## src/rtl/sipo_pkg.sv

```systemverilog
`default_nettype none
// ============================================================================
// Module      : sipo_pkg
// Description : Shared types and limits for the serial-in/parallel-out block.
// Revision    : 1.0 - initial release
// ============================================================================
package sipo_pkg;

    // Legal word-length range for the deserializer.
    localparam int WIDTH_MIN = 2;
    localparam int WIDTH_MAX = 32;

    // Output holding register occupancy.
    typedef enum logic [0:0] {
        EMPTY = 1'b0,
        FULL  = 1'b1
    } hold_state_t;

endpackage : sipo_pkg
`default_nettype wire

```

## src/rtl/sipo_hold_reg.sv

```systemverilog
`default_nettype none
// ============================================================================
// Module      : sipo_hold_reg
// Description : Output holding register with valid/ready handshake and a
//               sticky overrun flag for words that arrive while it is full.
// Revision    : 1.0 - initial release
// ============================================================================
module sipo_hold_reg
    import sipo_pkg::*;
#(
    parameter int WIDTH = 8
) (
    input  logic             clk,
    input  logic             reset,
    input  logic             i_load,
    input  logic [WIDTH-1:0] i_word,
    input  logic             i_ready,
    input  logic             i_clear_ovr,
    output logic [WIDTH-1:0] o_data,
    output logic             o_valid,
    output logic             o_overrun
);

    hold_state_t      r_state;
    logic [WIDTH-1:0] r_data;
    logic             r_overrun;
    logic             w_ovr_event;

    // A completed word is lost only when the register is full and not drained
    // on the same edge.
    assign w_ovr_event = i_load && (r_state == FULL) && !i_ready;

    // Occupancy state, held word and sticky overrun; overrun set beats clear.
    always_ff @(posedge clk or posedge reset) begin
        if (reset) begin
            r_state   <= EMPTY;
            r_data    <= '0;
            r_overrun <= 1'b0;
        end else begin
            case (r_state)
                EMPTY: begin
                    if (i_load) begin
                        r_data  <= i_word;
                        r_state <= FULL;
                    end
                end
                FULL: begin
                    if (i_load && i_ready) begin
                        r_data  <= i_word;
                    end else if (i_ready) begin
                        r_state <= EMPTY;
                    end
                end
                default: r_state <= EMPTY;
            endcase

            if (w_ovr_event) begin
                r_overrun <= 1'b1;
            end else if (i_clear_ovr) begin
                r_overrun <= 1'b0;
            end
        end
    end

    assign o_data    = r_data;
    assign o_valid   = (r_state == FULL);
    assign o_overrun = r_overrun;

endmodule : sipo_hold_reg
`default_nettype wire

```

## src/rtl/serial_in_parallel_out.sv

```systemverilog
`default_nettype none
// ============================================================================
// Module      : serial_in_parallel_out
// Description : Serial-to-parallel deserializer with start-of-frame resync,
//               selectable bit order and a handshaked output register.
// Revision    : 1.0 - initial release
// ============================================================================
module serial_in_parallel_out
    import sipo_pkg::*;
#(
    parameter int WIDTH     = 8,
    parameter bit LSB_FIRST = 1'b1
) (
    input  logic             clk,
    input  logic             reset,
    input  logic             serial_in,
    input  logic             bit_valid,
    input  logic             sof,
    input  logic             out_ready,
    input  logic             clear_ovr,
    output logic [WIDTH-1:0] parallel_out,
    output logic             out_valid,
    output logic             busy,
    output logic             overrun
);

    localparam int            CW     = $clog2(WIDTH);
    localparam logic [CW-1:0] C_LAST = CW'(WIDTH - 1);

    // Reject word lengths outside the supported range at elaboration.
    generate
        if ((WIDTH < WIDTH_MIN) || (WIDTH > WIDTH_MAX)) begin : g_bad_width
            $error("serial_in_parallel_out: WIDTH out of range");
        end
    endgenerate

    logic [CW-1:0]    r_count;
    logic [WIDTH-1:0] r_shift;
    logic [CW-1:0]    w_count_eff;
    logic [CW-1:0]    w_idx;
    logic [WIDTH-1:0] w_next_word;
    logic             w_complete;

    // sof restarts the word: the current bit becomes bit 0 of a clean word.
    always_comb begin
        w_count_eff = sof ? '0 : r_count;
        w_idx       = LSB_FIRST ? w_count_eff : (C_LAST - w_count_eff);
        w_next_word = sof ? '0 : r_shift;
        w_next_word[w_idx] = serial_in;
        w_complete  = bit_valid && (w_count_eff == C_LAST);
    end

    // Shifter and bit counter advance only on qualified bits; wrap on completion.
    always_ff @(posedge clk or posedge reset) begin
        if (reset) begin
            r_count <= '0;
            r_shift <= '0;
        end else if (bit_valid) begin
            if (w_complete) begin
                r_count <= '0;
                r_shift <= '0;
            end else begin
                r_count <= w_count_eff + 1'b1;
                r_shift <= w_next_word;
            end
        end
    end

    assign busy = (r_count != '0);

    sipo_hold_reg #(
        .WIDTH (WIDTH)
    ) u_hold (
        .clk         (clk),
        .reset       (reset),
        .i_load      (w_complete),
        .i_word      (w_next_word),
        .i_ready     (out_ready),
        .i_clear_ovr (clear_ovr),
        .o_data      (parallel_out),
        .o_valid     (out_valid),
        .o_overrun   (overrun)
    );

endmodule : serial_in_parallel_out
`default_nettype wire

```

## config.mk

```make
export PLATFORM = sky130hd
export DESIGN_NAME = serial_in_parallel_out
export DESIGN_NICKNAME = d
export VERILOG_FILES = /design/src/rtl/sipo_pkg.sv /design/src/rtl/sipo_hold_reg.sv /design/src/rtl/serial_in_parallel_out.sv
export SDC_FILE = /design/constraint.sdc
export NUM_CORES = 1
export LEC_CHECK = 0
export ABC_AREA = 1
export ABC_CLOCK_PERIOD_IN_PS = 2300
export BUFFER_PORTS_ARGS = -buffer_cell sky130_fd_sc_hd__buf_2
export CAP_MARGIN = 5
export CORE_MARGIN = 10
export CORE_UTILIZATION = 53
export DETAILED_ROUTE_END_ITERATION = 6
export PLACE_DENSITY_LB_ADDON = 0.08
export RECOVER_POWER = 50
export SLEW_MARGIN = 10
export SYNTH_ARGS = -nofsm -noshare
export SYNTH_HDL_FRONTEND = slang
export SYNTH_SLANG_ARGS = --single-unit
```

## constraint.sdc

```tcl
create_clock -name clk -period 2.3 [get_ports clk]
set_clock_uncertainty 0.1 [all_clocks]
set_input_delay 0.345 -clock clk [delete_from_list [all_inputs] [get_ports clk]]
set_output_delay 0.345 -clock clk [all_outputs]
set_load 0.1 [all_outputs]
```

## After elaboration in Yosys (flattened, before gate mapping)

Cells that the tools add are included.

| operators by class | value |
|---|---|
| muxes and demuxes | 16 |
| magnitude comparators | 2 |
| reduce and logical (&&, ||, !) cells | 9 |
| bitwise logic cells | 1 |
| add/subtract/negate cells | 1 |
| equal/unequal tests | 3 |

Operators by type and width:

| operator | count |
|---|---|
| $mux W8 | 4 |
| $pmux W8 S2 | 1 |
| $bwmux W8 | 1 |
| $mux W1 | 6 |
| $mux W3 | 2 |
| $logic_and A1 B1 Y1 | 5 |
| $lt A3 B4 Y1 const B | 1 |
| $add A3 B1 Y3 const B | 1 |
| $demux W1 S3 | 1 |
| $eq A3 B3 Y1 const B | 1 |
| $ge A3 B1 Y1 const B | 1 |
| $reduce_bool A3 Y1 | 1 |
| $ne A2 B1 Y1 const B | 1 |
| $ne A2 B2 Y1 const B | 1 |
| $pmux W1 S2 | 1 |
| $reduce_and A2 Y1 | 1 |
| $reduce_bool A2 Y1 | 1 |
| $logic_not A1 Y1 | 1 |
| $not A1 Y1 | 1 |

| storage, ports and cells | value |
|---|---|
| register bits | 21 |
| input port bits | 7 |
| output and inout bits | 11 |
| word-level logic and storage cells | 37 |

## Logic depth before layout (Yosys ltp)

Gate-level depths: netlist (run 1).

| logic depth | value |
|---|---|
| depth in word-level cells | 8 |
| gate-level depth with buffers | 9 |
| gate-level depth less buffers | 9 |

## Cells and area by module

A second synthesis (run 1) with hierarchy kept.

| unflattened totals | value |
|---|---|
| cell total of the unflattened synthesis | 145 |
| area total of the unflattened synthesis | 1184.9 um2 |

By module, submodules not included:

| module | instances | cells each | area each (um2) | sequential area each (um2) |
|---|---|---|---|---|
| serial_in_parallel_out | 1 | 101 | 706.9 | 275.3 |
| sipo_hold_reg | 1 | 44 | 478.0 | 250.2 |

## Worst setup path before layout (run 1)

Ideal clock, no wire load.

| timing path | value |
|---|---|
| path kind | register to register |
| start | register r_count[0] |
| end | register u_hold.r_data[0], in the netlist u_hold.o_data[0] |
| data required time | 2.080 ns |
| setup slack | 0.515 ns |
| stages on the path, launching flop included | 6 |
| clock period less this slack | 1.785 ns |
| arrival | 1.565 ns |
| library setup time | 0.120 ns |
| path buffers | 0 |
| path through | dfrtp_1 > inv_2 > nand2_1 > nand3_1 > nand3_1 > nand2_1 |

| between the ends | value |
|---|---|
| longest elaborated chain between the ends | 8 |
| elaborated cells on any way between the ends | 16 |
| classes of those cells | order compare (2); eq/ne (3); mux (7); reduce/logical (4) |

RTL lines:

| what | RTL line | source |
|---|---|---|
| start, declared | serial_in_parallel_out.sv:37 | `logic [CW-1:0] r_count;` |
| start signal, assigned | serial_in_parallel_out.sv:63 | `r_count <= w_count_eff + 1'b1;` |
| $mux W3 * | serial_in_parallel_out.sv:46 | `w_count_eff = sof ? '0 : r_count;` |
| $lt A3 B4 Y1 (not written as such) / $ge A3 B1 Y1 (equally long branches) | serial_in_parallel_out.sv:49 | `w_next_word[w_idx] = serial_in;` |
| $logic_and A1 B1 Y1 (not written as such) | serial_in_parallel_out.sv:49 |  |
| $mux W1 (not written as such) | serial_in_parallel_out.sv:49 |  |
| $demux W1 S3 | serial_in_parallel_out.sv:49 |  |
| $bwmux W8 | serial_in_parallel_out.sv:49 |  |
| $mux W8 (on tied branches) | sipo_hold_reg.sv:48, sipo_hold_reg.sv:42 |  |
| $pmux W8 S2 | sipo_hold_reg.sv:40 | `case (r_state)` |
| end signal, assigned | sipo_hold_reg.sv:43 | `r_data <= i_word;` |
| end signal, assigned | sipo_hold_reg.sv:49 | `r_data <= i_word;` |
| end, declared | sipo_hold_reg.sv:25 | `logic [WIDTH-1:0] r_data;` |

Mark *: on every way between the ends. The rest lies on a longest branch, timed or not. The select of a mux whose other input is x is not followed.
A chain may end at the register's enable or synchronous reset.

## Worst setup path in the final report (run 1)

| timing path | value |
|---|---|
| start | register u_hold.r_data[3], in the netlist u_hold.o_data[3] |
| end | output parallel_out[3] |

RTL lines:

| what | RTL line | source |
|---|---|---|
| end, declared | serial_in_parallel_out.sv:21 | `output logic [WIDTH-1:0] parallel_out,` |

No word-level cell between the ends.

==> results of run 1 <==
worst paths after layout:
kind	from	to	depth (start not counted)
worst max-delay path	u_hold.o_data[3]$_DFFE_PP0P_	parallel_out[3]	1
worst min-delay path	reset	u_hold.o_data[7]$_DFFE_PP0P_	2
worst max register to register	r_count[0]$_DFFE_PP0P_	u_hold.o_data[5]$_DFFE_PP0P_	9
worst min register to register	u_hold.o_data[7]$_DFFE_PP0P_	u_hold.o_data[7]$_DFFE_PP0P_	2
max in group asynchronous	reset	r_count[0]$_DFFE_PP0P_	2
min in group clk	clear_ovr	u_hold.o_overrun$_DFFE_PP0P_	2
cell families after synthesis:
group,Yosys count,share of synthesized area
buffers and inverters,12,0.0467
and+or+nand+nor,90,0.386
AOI/OAI and AO/OA,6,0.0407
adders and majority gates,2,0.0239
DFF,21,0.502
cells in the final DEF (no fill, tap or decap):
cell type and count:
a21oi_4 1, buf_2 13, buf_4 1, clkbuf_1 5
clkbuf_4 3, dfrtp_1 21, ha_1 2, inv_1 5
inv_2 6, nand2_1 54, nand2_2 1, nand3_1 23
nand4_1 7, nor2_1 2, nor2_2 1, nor2_4 2
o21ai_0 3, o21ai_1 1, o22ai_1 1
cell type report:
cell class / count / area [sq um] / share of cell area
Tap cell: 27 / 33.8 / 0.0285
Inverter: 11 / 41.3 / 0.0348
Timing Repair Buffer: 18 / 87.6 / 0.0738
Multi-Input combinational cell: 98 / 472 / 0.398
Clock buffer: 4 / 26.3 / 0.0222
Sequential cell: 21 / 526 / 0.443
power groups by stage:
stage	Sequential, mW	Clock [mW]	Combinational (mW)
2_1_floorplan	0.439	0	0.107
5_1_grt	0.417	0.198	0.181
6_report	0.413	0.177	0.163
3_3_place_gp	0.418	0	0.162
3_5_place_dp	0.420	0	0.164
4_1_cts	0.413	0.180	0.164
metal layers:
layer	track usage	share of wire	vias to the layer above	wire, um
li1	-	-	474	-
met1	0.123	0.43	418	973
met2	0.193	0.48	22	1100
met3	0.0361	0.076	5	172
met4	0.0401	0.011	0	25
met5	0	0	-	0
sequential cells by signal, indices dropped and copies added, names as in the netlist:
signal / count
u_hold.o_overrun: 1
r_shift: 8
u_hold.o_data: 8
r_count: 3
u_hold.o_valid: 1
Yosys cell counts:
| library cell | instances | area (sq um) |
|---|---|---|
| nand2_2 | 1 | 6.26 |
| dfrtp_1 | 21 | 526 |
| inv_2 | 6 | 22.5 |
| o21ai_0 | 3 | 15.0 |
| nor2_1 | 2 | 7.51 |
| nand3_1 | 23 | 115 |
| nor2_2 | 1 | 6.26 |
| nor2_4 | 2 | 22.5 |
| inv_1 | 5 | 18.8 |
| a21oi_4 | 1 | 16.3 |
| ha_1 | 2 | 25.0 |
| o22ai_1 | 1 | 6.26 |
| nand2_1 | 54 | 203 |
| nand4_1 | 7 | 43.8 |
| buf_4 | 1 | 7.51 |
| o21ai_1 | 1 | 5.00 |
through the flow:
stage | hold slack [ps] | std cells
6_report | 62.8 | 179
5_1_grt | 108 | 179
4_1_cts | 94.5 | 179
3_5_place_dp | 361 | 175
3_3_place_gp | 359 | 175
2_1_floorplan | 222 | 131
==> metrics.md, run 1 <==
| Metric | Value |
|---|---|
| Number of global-route vias before repair | `896` |
| Dpl cell area | `1160 sq um` |
| Status | `completed` |
| CP Launch Type | `register` |
| CTS resizes | `0` |
| H-tree depth | `1` |
| Worst-Skew Late Latency | `300 ps` |
| NumNets Final | `162` |
| Gp weighted congestion | `0.812` |
| Synthesized area | `1050 sq um` |
| Comb pwr share | `0.217` |
| Sequential Power Share | `0.549` |
| Final Hold Viols | `0` |
| Hpwl dp | `1720 um` |
| Root buffer cell | `clkbuf_4` |
| Final instance area | `1190 sq um` |
| Residual DRC | `0` |
| Syn avg cell area | `7.98 sq um` |
| # IOs | `18` |
| Worst min path class | `in2async` |
| Final Max Slew Viols | `0` |
| Fillcell total | `194` |
| #FFs+latches synth | `21` |
| Clock share of power | `0.235` |
| Max_cap viols | `0` |
| Setup Crit Path Kind | `reg2out` |
| Drt first pass iters | `4` |
| PortBufs | `17` |
| WL per Instance | `12.7 um` |
| Worst Path Max Fanout | `2` |
| Unrepaired setup endpoints after global routing | `false` |
| LEAKAGE | `0.662 nW` |
| Share of layout cells above drive strength 1 | `0.184` |
| Post-route clock period utilization | `0.861` |
| Routed Wire Length | `2270 um` |
| DIE WIDTH | `64.4 um` |
| Setup TNS | `0 ps` |
| CTS tree | `yes` |
| Final ANT Viol Nets | `0` |
| Clock transition at path regs | `110 ps` |
| Final setup viols | `0` |
| Net Switching | `257 uW` |
| Rows | `16` |
| Hold bufs inserted after CTS | `0` |
| R2R Setup Slk | `340 ps` |
| Final Core Density | `0.617` |
| Req. time, crit path | `1860 ps` |
| Yosys warnings | `0` |
| Crit path DAT | `1540 ps` |
| TritonCTS Buffers | `3` |
| Total Power | `754 uW` |
| Syn Inst Count | `131` |
| Total clock sinks | `21` |
| Core Region | `1920 sq um` |
| Largest delay share family, worst path | `buffers and inverters` |
| Vias | `919` |
| Initial antenna violation count | `0` |
| Tmin final | `1980 ps` |
| Slew HR | `0.224` |
| Largest net degree at the start of global routing | `22` |
| Sw frac | `0.341` |
| Worst Max-Slew Pin Slew | `1170 ps` |
| Die H | `64.4 um` |
| F_max | `505 MHz` |
| CP peak stage delay | `870 ps` |
| Worst setup EP type | `output port` |
| Sequential fraction of the synthesis area | `0.502` |
| Worst slack at placement | `376 ps` |
| Initial core utilization | `0.544` |
| Post-synth net total | `140` |
| Int Pwr | `497 uW` |
| Post-synth cell types | `16` |
| Layout area overhead | `13.4%` |
| Critical-path cell list | `clkbuf_1` |
| Aggregate global-route resource usage | `0.111` |
| Worst vdd rail ir drop | `495 uV` |
| First-pass GRT wire length | `3800 um` |
| Clock buffer depth | `2` |
| Antenna Diode Count | `0` |
| WP buf/inv | `1` |
| Post-CTS Setup Bufs | `0` |
| DRT iter0 DRCs | `29` |
| Grt ovf | `0` |
| Die area | `4150 sq um` |
| Vias/cell | `5.13` |
| Slowest library cell on the worst path | `clkbuf_1` |
| Worst setup margin | `319 ps` |
| Power per standard cell area | `635 nW/um^2` |
(Power assumes the default switching activity.)
==> run 2: changes to the inputs <==
--- a/config.mk
+++ b/config.mk
@@ -5,9 +5,8 @@
 export SDC_FILE = /design/constraint.sdc
 export NUM_CORES = 1
 export LEC_CHECK = 0
-export ABC_AREA = 1
 export ABC_CLOCK_PERIOD_IN_PS = 2300
-export BUFFER_PORTS_ARGS = -buffer_cell sky130_fd_sc_hd__buf_2
+export BUFFER_PORTS_ARGS = -buffer_cell sky130_fd_sc_hd__buf_4
 export CAP_MARGIN = 5
 export CORE_MARGIN = 10
 export CORE_UTILIZATION = 53
==> run 2 against run 1 <==
Compared with the run above:
- cell area shrank 3.8%
- total power grew 0.35%
- wire length shrank 14%
- global-route usage shrank 0.47 points
- non-clock buffer count shrank 1
==> metrics.md, run 2 <==
| Metric | Value |
|---|---|
| LEAKAGE | `0.542 nW` |
| WL per Instance | `14.4 um` |
| Core Region | `1750 sq um` |
| Unrepaired setup endpoints after global routing | `false` |
| Initial core utilization | `0.568` |
| Post-synth cell types | `22` |
| Largest net degree at the start of global routing | `22` |
| Synthesized area | `991 sq um` |
| DIE WIDTH | `63.2 um` |
| Sequential fraction of the synthesis area | `0.530` |
| Power per standard cell area | `663 nW/um^2` |
| Final Core Density | `0.654` |
| Synth top area share | `0.530` |
| Final Max Slew Viols | `0` |
| NumNets Final | `120` |
| Final Hold Viols | `0` |
| H-tree depth | `1` |
| Final ANT Viol Nets | `0` |
| Aggregate global-route resource usage | `0.106` |
| Vias | `723` |
| Syn Inst Count | `94` |
| Main synth FF type | `dfrtp_1` |
| FF-to-FF Start | `r_count[1]$_DFFE_PP0P_` |
| Crit path DAT | `2180 ps` |
| Worst slack at placement | `241 ps` |
| # IOs | `18` |
| Residual DRC | `0` |
| Syn avg cell area | `10.5 sq um` |
| Most frequent cell after synthesis | `dfrtp_1` |
| Worst Path Max Fanout | `9` |
| Post-route clock period utilization | `0.889` |
| Clock buffer depth | `2` |
| Post-synth net total | `103` |
| Tmin final | `2040 ps` |
| Worst Max-Slew Pin Slew | `1170 ps` |
| Rows | `15` |
| Clock transition at path regs | `120 ps` |
| Status | `completed` |
| Gp weighted congestion | `0.790` |
| #FFs+latches synth | `21` |
| Antenna Diode Count | `0` |
| Max_cap viols | `0` |
| Req. time, crit path | `2440 ps` |
| DRT iter0 DRCs | `16` |
| Final setup viols | `0` |
| Worst setup EP type | `register` |
| CTS tree | `yes` |
| Vias/cell | `5.36` |
| Yosys warnings | `0` |
| Setup TNS | `0 ps` |
| Most instantiated cells after synthesis | `dfrtp_1 (21), inv_1 (13), o22ai_1 (9), o2bb2ai_1 (8), mux2i_1 (7)` |
| Total clock sinks | `21` |
| Share of layout cells above drive strength 1 | `0.200` |
| Die H | `63.2 um` |
| Root buffer cell | `clkbuf_4` |
| EDFF count, synth | `0` |
| Reg2reg end | `u_hold.o_data[5]$_DFFE_PP0P_` |
| Ranking of synthesized cells by area | `dfrtp_1 (53%), mux2i_1 (7.1%), o2bb2ai_1 (7.1%)` |
| F_max | `489 MHz` |
| Post-synth top area cell | `dfrtp_1` |
| Grt ovf | `0` |
| Initial antenna violation count | `0` |
| Routed Wire Length | `1950 um` |
| First-pass GRT wire length | `3530 um` |
| Final instance area | `1140 sq um` |
| Layout area overhead | `15.2%` |
| Worst-Skew Late Latency | `310 ps` |
| Worst vdd rail ir drop | `476 uV` |
| Commonest non-fill, non-tap cell in the layout | `dfrtp_1` |
| Fillcell total | `150` |
| CP Launch Type | `register` |
| TritonCTS Buffers | `3` |
| Critical path origin | `r_count[1]$_DFFE_PP0P_` |
| Most frequent cells in the layout | `dfrtp_1 (20), inv_1 (13), buf_4 (11)` |
| Post-synth ARST share | `1.00` |
| Total Power | `756 uW` |
| R2R Setup Slk | `260 ps` |
| PortBufs | `17` |
| Setup Crit Path Kind | `reg2reg` |
| Worst setup margin | `256 ps` |
| Number of global-route vias before repair | `720` |
| Dpl cell area | `1130 sq um` |
| Reg2Reg Depth | `7` |
| Slew HR | `0.226` |
| Drt first pass iters | `4` |
| Die area | `4000 sq um` |
| Hpwl dp | `1450 um` |
| Worst min path class | `in2async` |
[run 2: cell types whose count changed after synthesis, moves of 3 or more]
| cell | delta |
|---|---|
| inv_2 | -6 |
| buf_2 | +4 |
| nand3b_1 | +4 |
| nand4_1 | -7 |
| o2bb2ai_1 | +8 |
| inv_1 | +8 |
| mux2i_1 | +7 |
| nand3_1 | -21 |
| nor3b_1 | +3 |
| nand2_1 | -51 |
| o22ai_1 | +8 |
| nand2b_1 | +3 |
[run 2: final cells by class]
| type | count | area [sq um] | area share |
|---|---|---|---|
| Clock buffer | 3 | 22.5 | 0.0197 |
| Clock inverter | 1 | 5.00 | 0.00439 |
| Sequential cell | 21 | 527 | 0.462 |
| Timing Repair Buffer | 17 | 114 | 0.0998 |
| Tap cell | 25 | 31.3 | 0.0274 |
| Inverter | 13 | 48.8 | 0.0428 |
| Multi-Input combinational cell | 55 | 393 | 0.344 |
[run 2: what timing repair did]
action,in CTS,in global routing
setup endpoints to repair,0,3
buffers inserted,0,0
resized for setup,0,1
hold buffers,0,0
[run 2: worst max path at each step]
stage / to / slack [ps] / cells past startpoint
floorplan: u_hold.o_data[1]$_DFFE_PP0P_ / 430 / 9
global placement: u_hold.o_data[5]$_DFFE_PP0P_ / 310 / 7
detailed placement: u_hold.o_data[5]$_DFFE_PP0P_ / 240 / 7
CTS: u_hold.o_data[5]$_DFFE_PP0P_ / 200 / 7
global route: u_hold.o_data[5]$_DFFE_PP0P_ / 20 / 7
finish: u_hold.o_data[5]$_DFFE_PP0P_ / 260 / 7
[run 2: cell families after synthesis]
kind of cell	share of synthesized area
muxes	0.0707
buffers and inverters	0.0732
DFF	0.530
AOI/OAI and AO/OA	0.163
adders and majority gates	0.0252
and+or+nand+nor	0.138
[run 2: power by group]
| part | switching [mW] | internal (mW) | leakage, nW |
|---|---|---|---|
| logic | 0.114 | 0.0500 | 0.240 |
| clock network | 0.114 | 0.0650 | 0.0177 |
| registers | 0.0223 | 0.391 | 0.285 |
[run 2: worst max-delay path: stages, from the launching register on]
cell,delay (ps)
dfrtp_1,490
inv_1,90
nor2_1,100
ha_1,160
ha_1,270
nand2_2,110
or3b_1,470
o2bb2ai_1,200
[run 2: routing by layer]
layer / up-vias / track usage / routed length [um]
met5: - / 0 / 0
met4: 0 / 0.0492 / 31
met3: 5 / 0.0212 / 87
met2: 25 / 0.161 / 877
met1: 327 / 0.140 / 950
li1: 366 / - / -
[run 2: metrics by stage]
stage / instances / hold WS (ps)
floorplan: 94 / 222
global placement: 131 / 373
detailed placement: 131 / 375
CTS: 135 / 98.2
global route: 135 / 123
finish: 135 / 65.4
